File: src/rtl/inp_pio_edge_ctrl_if.sv
// Avalon-MM slave bus bundle for the panel input PIO: register select, write strobe and read data.
interface inp_pio_edge_ctrl_if;
    logic [2:0]  address;
    logic        chipselect;
    logic        write_n;
    logic [31:0] writedata;
    logic [31:0] readdata;

    modport master (
        output address,
        output chipselect,
        output write_n,
        output writedata,
        input  readdata
    );

    modport slave (
        input  address,
        input  chipselect,
        input  write_n,
        input  writedata,
        output readdata
    );
endinterface

File: src/rtl/inp_pio_edge_ctrl.sv
// Panel input PIO: synchronised inputs, per-channel rise/fall edge capture (W1C), saturating event counter, irq.
// Define INP_PIO_DEBOUNCE_EN to add a per-channel debounce filter between the synchroniser and edge detect.
module inp_pio_edge_ctrl #(
    parameter int WIDTH       = 3,
    parameter int SYNC_STAGES = 2,
    parameter int COUNT_W     = 16,
    parameter int DEB_CYCLES  = 1000
) (
    input  logic                 clk,
    input  logic                 reset,
    inp_pio_edge_ctrl_if.slave   bus,
    input  logic [WIDTH-1:0]     in_port,
    output logic                 irq
);

    localparam logic [2:0] ADDR_DATA     = 3'd0;
    localparam logic [2:0] ADDR_RISE_EN  = 3'd1;
    localparam logic [2:0] ADDR_IRQ_MASK = 3'd2;
    localparam logic [2:0] ADDR_CAPTURE  = 3'd3;
    localparam logic [2:0] ADDR_FALL_EN  = 3'd4;
    localparam logic [2:0] ADDR_EVT_CNT  = 3'd5;

    localparam logic [COUNT_W-1:0] CNT_MAX = {COUNT_W{1'b1}};

    logic [WIDTH-1:0]   sync_q [SYNC_STAGES];
    logic [WIDTH-1:0]   sync;
    logic [WIDTH-1:0]   stable;
    logic [WIDTH-1:0]   prev;
    logic [WIDTH-1:0]   rise_en;
    logic [WIDTH-1:0]   fall_en;
    logic [WIDTH-1:0]   irq_mask;
    logic [WIDTH-1:0]   capture;
    logic [COUNT_W-1:0] evt_count;
    logic [WIDTH-1:0]   qual;
    logic               wr_en;
    logic [WIDTH-1:0]   wr_bits;
    logic [31:0]        rd_mux;
    logic               wr_unused;

    assign wr_en     = bus.chipselect & ~bus.write_n;
    assign wr_bits   = bus.writedata[WIDTH-1:0];
    assign wr_unused = ^bus.writedata;

    // NOTE: sequential state uses non-blocking assignments so every stage samples the pre-edge value.
    always_ff @(posedge clk) begin
        if (reset) begin
            for (int i = 0; i < SYNC_STAGES; i++) sync_q[i] <= '0;
        end else begin
            sync_q[0] <= in_port;
            for (int i = 1; i < SYNC_STAGES; i++) sync_q[i] <= sync_q[i-1];
        end
    end

    assign sync = sync_q[SYNC_STAGES-1];

`ifdef INP_PIO_DEBOUNCE_EN
    localparam int DEB_W = $clog2(DEB_CYCLES + 1);
    localparam logic [DEB_W-1:0] DEB_LAST = DEB_W'(DEB_CYCLES - 1);

    logic [DEB_W-1:0] deb_cnt [WIDTH];

    // A channel's level is accepted on the cycle its mismatch run reaches DEB_CYCLES.
    always_ff @(posedge clk) begin
        if (reset) begin
            stable <= '0;
            for (int i = 0; i < WIDTH; i++) deb_cnt[i] <= '0;
        end else begin
            for (int i = 0; i < WIDTH; i++) begin
                if (sync[i] == stable[i]) begin
                    deb_cnt[i] <= '0;
                end else if (deb_cnt[i] == DEB_LAST) begin
                    stable[i]  <= sync[i];
                    deb_cnt[i] <= '0;
                end else begin
                    deb_cnt[i] <= deb_cnt[i] + 1'b1;
                end
            end
        end
    end
`else
    localparam int DEB_UNUSED = DEB_CYCLES;
    assign stable = sync;
`endif

    assign qual = (stable & ~prev & rise_en) | (~stable & prev & fall_en);
    assign irq  = |(capture & irq_mask);

    always_ff @(posedge clk) begin
        if (reset) begin
            prev     <= '0;
            rise_en  <= '0;
            fall_en  <= '0;
            irq_mask <= '0;
            capture  <= '0;
        end else begin
            prev <= stable;
            if (wr_en && bus.address == ADDR_RISE_EN)  rise_en  <= wr_bits;
            if (wr_en && bus.address == ADDR_FALL_EN)  fall_en  <= wr_bits;
            if (wr_en && bus.address == ADDR_IRQ_MASK) irq_mask <= wr_bits;
            // A new edge is ORed in after the clear so a coincident W1C never loses it.
            if (wr_en && bus.address == ADDR_CAPTURE)
                capture <= (capture & ~wr_bits) | qual;
            else
                capture <= capture | qual;
        end
    end

    always_ff @(posedge clk) begin
        if (reset) begin
            evt_count <= '0;
        end else if (wr_en && bus.address == ADDR_EVT_CNT) begin
            evt_count <= (|qual) ? COUNT_W'(1) : '0;
        end else if ((|qual) && evt_count != CNT_MAX) begin
            evt_count <= evt_count + 1'b1;
        end
    end

    // NOTE: the default assignment ahead of the case keeps this mux purely combinational (no latch).
    always_comb begin
        rd_mux = '0;
        case (bus.address)
            ADDR_DATA:     rd_mux[WIDTH-1:0]   = stable;
            ADDR_RISE_EN:  rd_mux[WIDTH-1:0]   = rise_en;
            ADDR_IRQ_MASK: rd_mux[WIDTH-1:0]   = irq_mask;
            ADDR_CAPTURE:  rd_mux[WIDTH-1:0]   = capture;
            ADDR_FALL_EN:  rd_mux[WIDTH-1:0]   = fall_en;
            ADDR_EVT_CNT:  rd_mux[COUNT_W-1:0] = evt_count;
            default:       rd_mux              = '0;
        endcase
    end

    always_ff @(posedge clk) begin
        if (reset) bus.readdata <= '0;
        else       bus.readdata <= rd_mux;
    end

endmodule

File: src/flat_wrapper.sv
// flat-port wrapper written by rule: the top's interface ports become plain ports
module inp_pio_edge_ctrl_flat 
#(
    parameter int WIDTH       = 3,
    parameter int SYNC_STAGES = 2,
    parameter int COUNT_W     = 16,
    parameter int DEB_CYCLES  = 1000
)
  (clk, reset, in_port, irq, bus_address, bus_chipselect, bus_write_n, bus_writedata, bus_readdata);
  inp_pio_edge_ctrl_if bus_i ();
  input  logic clk;
  input  logic reset;
  input  logic [WIDTH-1:0] in_port;
  output logic irq;
  input wire logic [$bits(bus_i.address)-1:0] bus_address;
  input wire logic [$bits(bus_i.chipselect)-1:0] bus_chipselect;
  input wire logic [$bits(bus_i.write_n)-1:0] bus_write_n;
  input wire logic [$bits(bus_i.writedata)-1:0] bus_writedata;
  output wire logic [$bits(bus_i.readdata)-1:0] bus_readdata;
  assign bus_i.address = bus_address;
  assign bus_i.chipselect = bus_chipselect;
  assign bus_i.write_n = bus_write_n;
  assign bus_i.writedata = bus_writedata;
  assign bus_readdata = bus_i.readdata;
  inp_pio_edge_ctrl #(.WIDTH(WIDTH), .SYNC_STAGES(SYNC_STAGES), .COUNT_W(COUNT_W), .DEB_CYCLES(DEB_CYCLES)) u_core (.clk(clk), .reset(reset), .bus(bus_i), .in_port(in_port), .irq(irq));
endmodule
File: config.mk
export PLATFORM = sky130hd
export DESIGN_NAME = inp_pio_edge_ctrl_flat
export DESIGN_NICKNAME = d
export VERILOG_FILES = /design/src/rtl/inp_pio_edge_ctrl_if.sv /design/src/rtl/inp_pio_edge_ctrl.sv /design/src/flat_wrapper.sv
export SDC_FILE = /design/constraint.sdc
export NUM_CORES = 1
export LEC_CHECK = 0
export CAP_MARGIN = 20
export CORE_MARGIN = 4
export CORE_UTILIZATION = 45
export CTS_BUF_LIST = sky130_fd_sc_hd__clkbuf_8
export CTS_CLUSTER_SIZE = 24
export DETAILED_ROUTE_END_ITERATION = 6
export PLACE_DENSITY_LB_ADDON = 0.12
export SETUP_SLACK_MARGIN = 0.3
export SYNTH_ARGS = -nofsm -noshare
export SYNTH_HDL_FRONTEND = slang
export SYNTH_SLANG_ARGS = --single-unit
File: constraint.sdc
create_clock -name clk -period 2.9 [get_ports clk]
set_input_delay 0.725 -clock clk [delete_from_list [all_inputs] [get_ports clk]]
set_output_delay 0.725 -clock clk [all_outputs]
set_load 0.03 [all_outputs]
==> metrics.csv <==
stage,metric,value,unit
sta,Max transition margin,58.5,%
die,io pins,75,
final_layout,nets,333,
die,Die H,80.4,um
routing,Avg Vias per Cell,5.24,
sta,Final Max Tran Viols,0,
sta,RSZ-0062 raised after global routing,no,
synthesis,Async SR Flop Fraction,0,%
synthesis,"flops & latches, synth",53,
place,Placed Cells,353,
sta,final worst path period need,2.41,ns
global_route,gr ovfl total,0,
routing,initial DRC count,109,
synthesis,main combinational cell family by area after synthesis,simple AND/OR/NAND/NOR gates,
worst_hold_path,worst min path class,reg -> reg,
synthesis,Post-Synth Simple-Gate Area,26.3,%
sta,worst setup margin,0.488,ns
sta,Setup TNS Final,0,ns
die,Rows,26,
setup_path,WP data required,2.17,ns
routing,Pre-antenna DRT Iters,4,
power,Worst VDD drop,0.234,mV
synthesis,Netlist cell types,40,
sta,Final Skew,0.00723,ns
synthesis,most common flop cell mapped by yosys,dfxtp_1,
clock_tree,clk buf depth,2,
synthesis,post-synthesis xor/xnor area fraction,0,%
final_layout,layout cells sized above 1,5.84,%
final_layout,number of fill cells,495,
sta,highest clock rate,415,MHz
final_layout,register area,1060,um2
synthesis,most frequent cell after synthesis,dfxtp_1,
global_route,first-pass GRT wire length,7.57,mm
clock_tree,Sink Count,53,
synthesis,"area leader, netlist",dfxtp_1,
global_route,Tot GR Track Use,14.9,%
global_route,number of global-route vias before repair,1726,
setup_path,Setup crit start kind,register,
clock_tree,TritonCTS Buffers,5,
synthesis,post-synthesis compound-gate area fraction,15.5,%
final_layout,ANT cells,0,
routing,DR WL/cell,12.6,um
synthesis,mux cell area share after synthesis,4.67,%
sta,setup violators final,0,
clock_tree,CTS Hold Buffers Added,0,
place,PortBufs,29,
place,pre-CTS WS,0.345,ns
job,max-cap violations,0,
clock_tree,clock tree root driver cell,clkbuf_8,
synthesis,Avg Inst Size Synth,8.96,um2
clock_tree,worst-skew pair later-pin latency,0.30,ns
place,Final Wtd Congestion,0.808,
power,Leakage Power,1.02,nW
final_layout,Layout Cells excl Fill,361,
final_layout,Area Growth Syn to Fin,17.6,%
clock_tree,post-cts resize count,0,
routing,routed vias,1893,
synthesis,synth top area cells,"dfxtp_1 45%, buf_4 5.1%, mux2i_1 4.7%",
routing,DRT antenna net count,0,
synthesis,Synth top area share,45.0,%
power,PwrDens,488,nW/um2
clock_tree,"Reg clk slew, reported paths",0.09,ns
setup_path,crit-path max FO,3,
synthesis,Post-synth EDFFs,0,
global_route,initial antenna violation count,0,
sta,measured slew at the worst slew-check pin,0.622,ns
die,area of the core,5070,um2
die,DIE AREA,6460,um2
place,Final HPWL DP,3.25,mm
setup_path,worst path arrival time,1.69,ns
sta,period utilisation layout,83.2,%
die,Die Width,80.4,um
routing,DRT Wirelength,4.53,mm
final_layout,multi-input logic area,1170,um2
clock_tree,post-CTS setup buffers,0,
setup_path,Critical Path Sink Type,primary output,
synthesis,synth cell count leaders,"53 x dfxtp_1, 24 x nand2_1, 21 x a21oi_1",
clock_tree,CTS HTree Levels,2,
setup_path,CP Class,reg -> out,
synthesis,"Seq/Total Area, Yosys",45.0,%
synthesis,"Warnings, synthesis",0,
synthesis,"Cell Area, Synth",2360,um2
global_route,largest net degree at the start of global routing,25,
synthesis,Synth Area in Adders,0.531,%
outcome,status,"finished, final reports clean",
die,Initial Util,46.4,%
routing,DRC viols,0,
clock_tree,CTS tree,yes,
sta,Final Hold Fails,0,
synthesis,Syn Inst Count,263,
report_power, final:
group          switching, W  internal (W)  total [W]  leakage [nW]
Clock              0.000233      0.000278   0.000512        0.0626
Combinational     0.0000664     0.0000343   0.000101         0.525
Sequential       0.00000423      0.000736   0.000740         0.429
cell families (layout without fill, tap and decap cells):
| logic type | Yosys count | in the layout |
|---|---|---|
| muxes | 11 | 11 |
| and+or+nand+nor | 109 | 109 |
| adders and majority gates | 1 | 1 |
| AOI/OAI and AO/OA | 56 | 56 |
| other | 1 | 16 |
| buffers and inverters | 32 | 45 |
| DFF | 53 | 53 |
final timing paths:
path                         end  slack (ns)  cells after the start                 from
min reg2reg  u_core.sync_q[0][5]        0.44                      1  u_core.sync_q[0][2]
max                          irq        0.49                      3    u_core.capture[0]
min          u_core.sync_q[0][5]        0.44                      1  u_core.sync_q[0][2]
max reg2reg  u_core.evt_count[9]        0.82                      5  u_core.evt_count[0]
layout by cell type, fill, tap and decap left out, drive strengths merged, types with 2 or more instances in the layout:
cell type | Yosys | routed
dfxtp | 53 | 53
clkdlybuf4s50 | 0 | 29
nand2 | 24 | 24
a21oi | 21 | 21
conb | 1 | 16
and2 | 15 | 15
nor2b | 13 | 13
nor2 | 13 | 13
o21ai | 13 | 13
mux2i | 11 | 11
o31ai | 11 | 11
or4 | 10 | 10
nand3 | 8 | 8
clkbuf | 9 | 6
nand3b | 5 | 5
buf | 20 | 5
inv | 3 | 4
and3 | 4 | 4
and4 | 4 | 4
nand4 | 3 | 3
or3 | 3 | 3
nand2b | 2 | 2
o21a | 2 | 2
a221oi | 2 | 2
nor3 | 2 | 2
per-stage QoR:
step / instance area (um2) / utilization, % / hold WS (ns) / total power [W]
global route: 2770 / 54.6 / 0.472 / 0.00141
CTS: 2770 / 54.6 / 0.448 / 0.00137
finish: 2770 / 54.6 / 0.441 / 0.00135
floorplan: 2410 / - / 0.414 / 0.000840
detailed placement: 2650 / 52.3 / 0.424 / 0.000858
global placement: 2650 / 52.3 / 0.416 / 0.000857
layout make-up:
cell class,instances,area share [%]
inverters,3,0.407
multi-input cells,193,42.1
repair buffers,34,11.8
well taps,70,3.16
clock buffers,6,2.98
flip-flops and latches,53,38.3
clock inverters,2,1.22
critical path, cell delays in order (launching register included):
cell	delay, ns
dfxtp_1	0.34
a222oi_1	0.36
inv_1	0.09
clkdlybuf4s50_1	0.60
per-layer routing:
metal  track usage [%]  share of wire, %  vias up
li1                  -                 -      964
met1              17.3                44      885
met2              26.2                49       39
met3              3.81               4.9        5
met4              5.24               1.3        0
met5                 0                 0        -
sequential cells by signal, summed over array words and instances (netlist names):
| name | cells |
|---|---|
| u_core.rise_en | 3 |
| u_core.capture | 3 |
| u_core.evt_count | 16 |
| u_core.prev | 3 |
| u_core.bus.readdata | 16 |
| u_core.fall_en | 3 |
| u_core.irq_mask | 3 |
| u_core.sync_q | 6 |
Power figures use the tool's default switching activity.
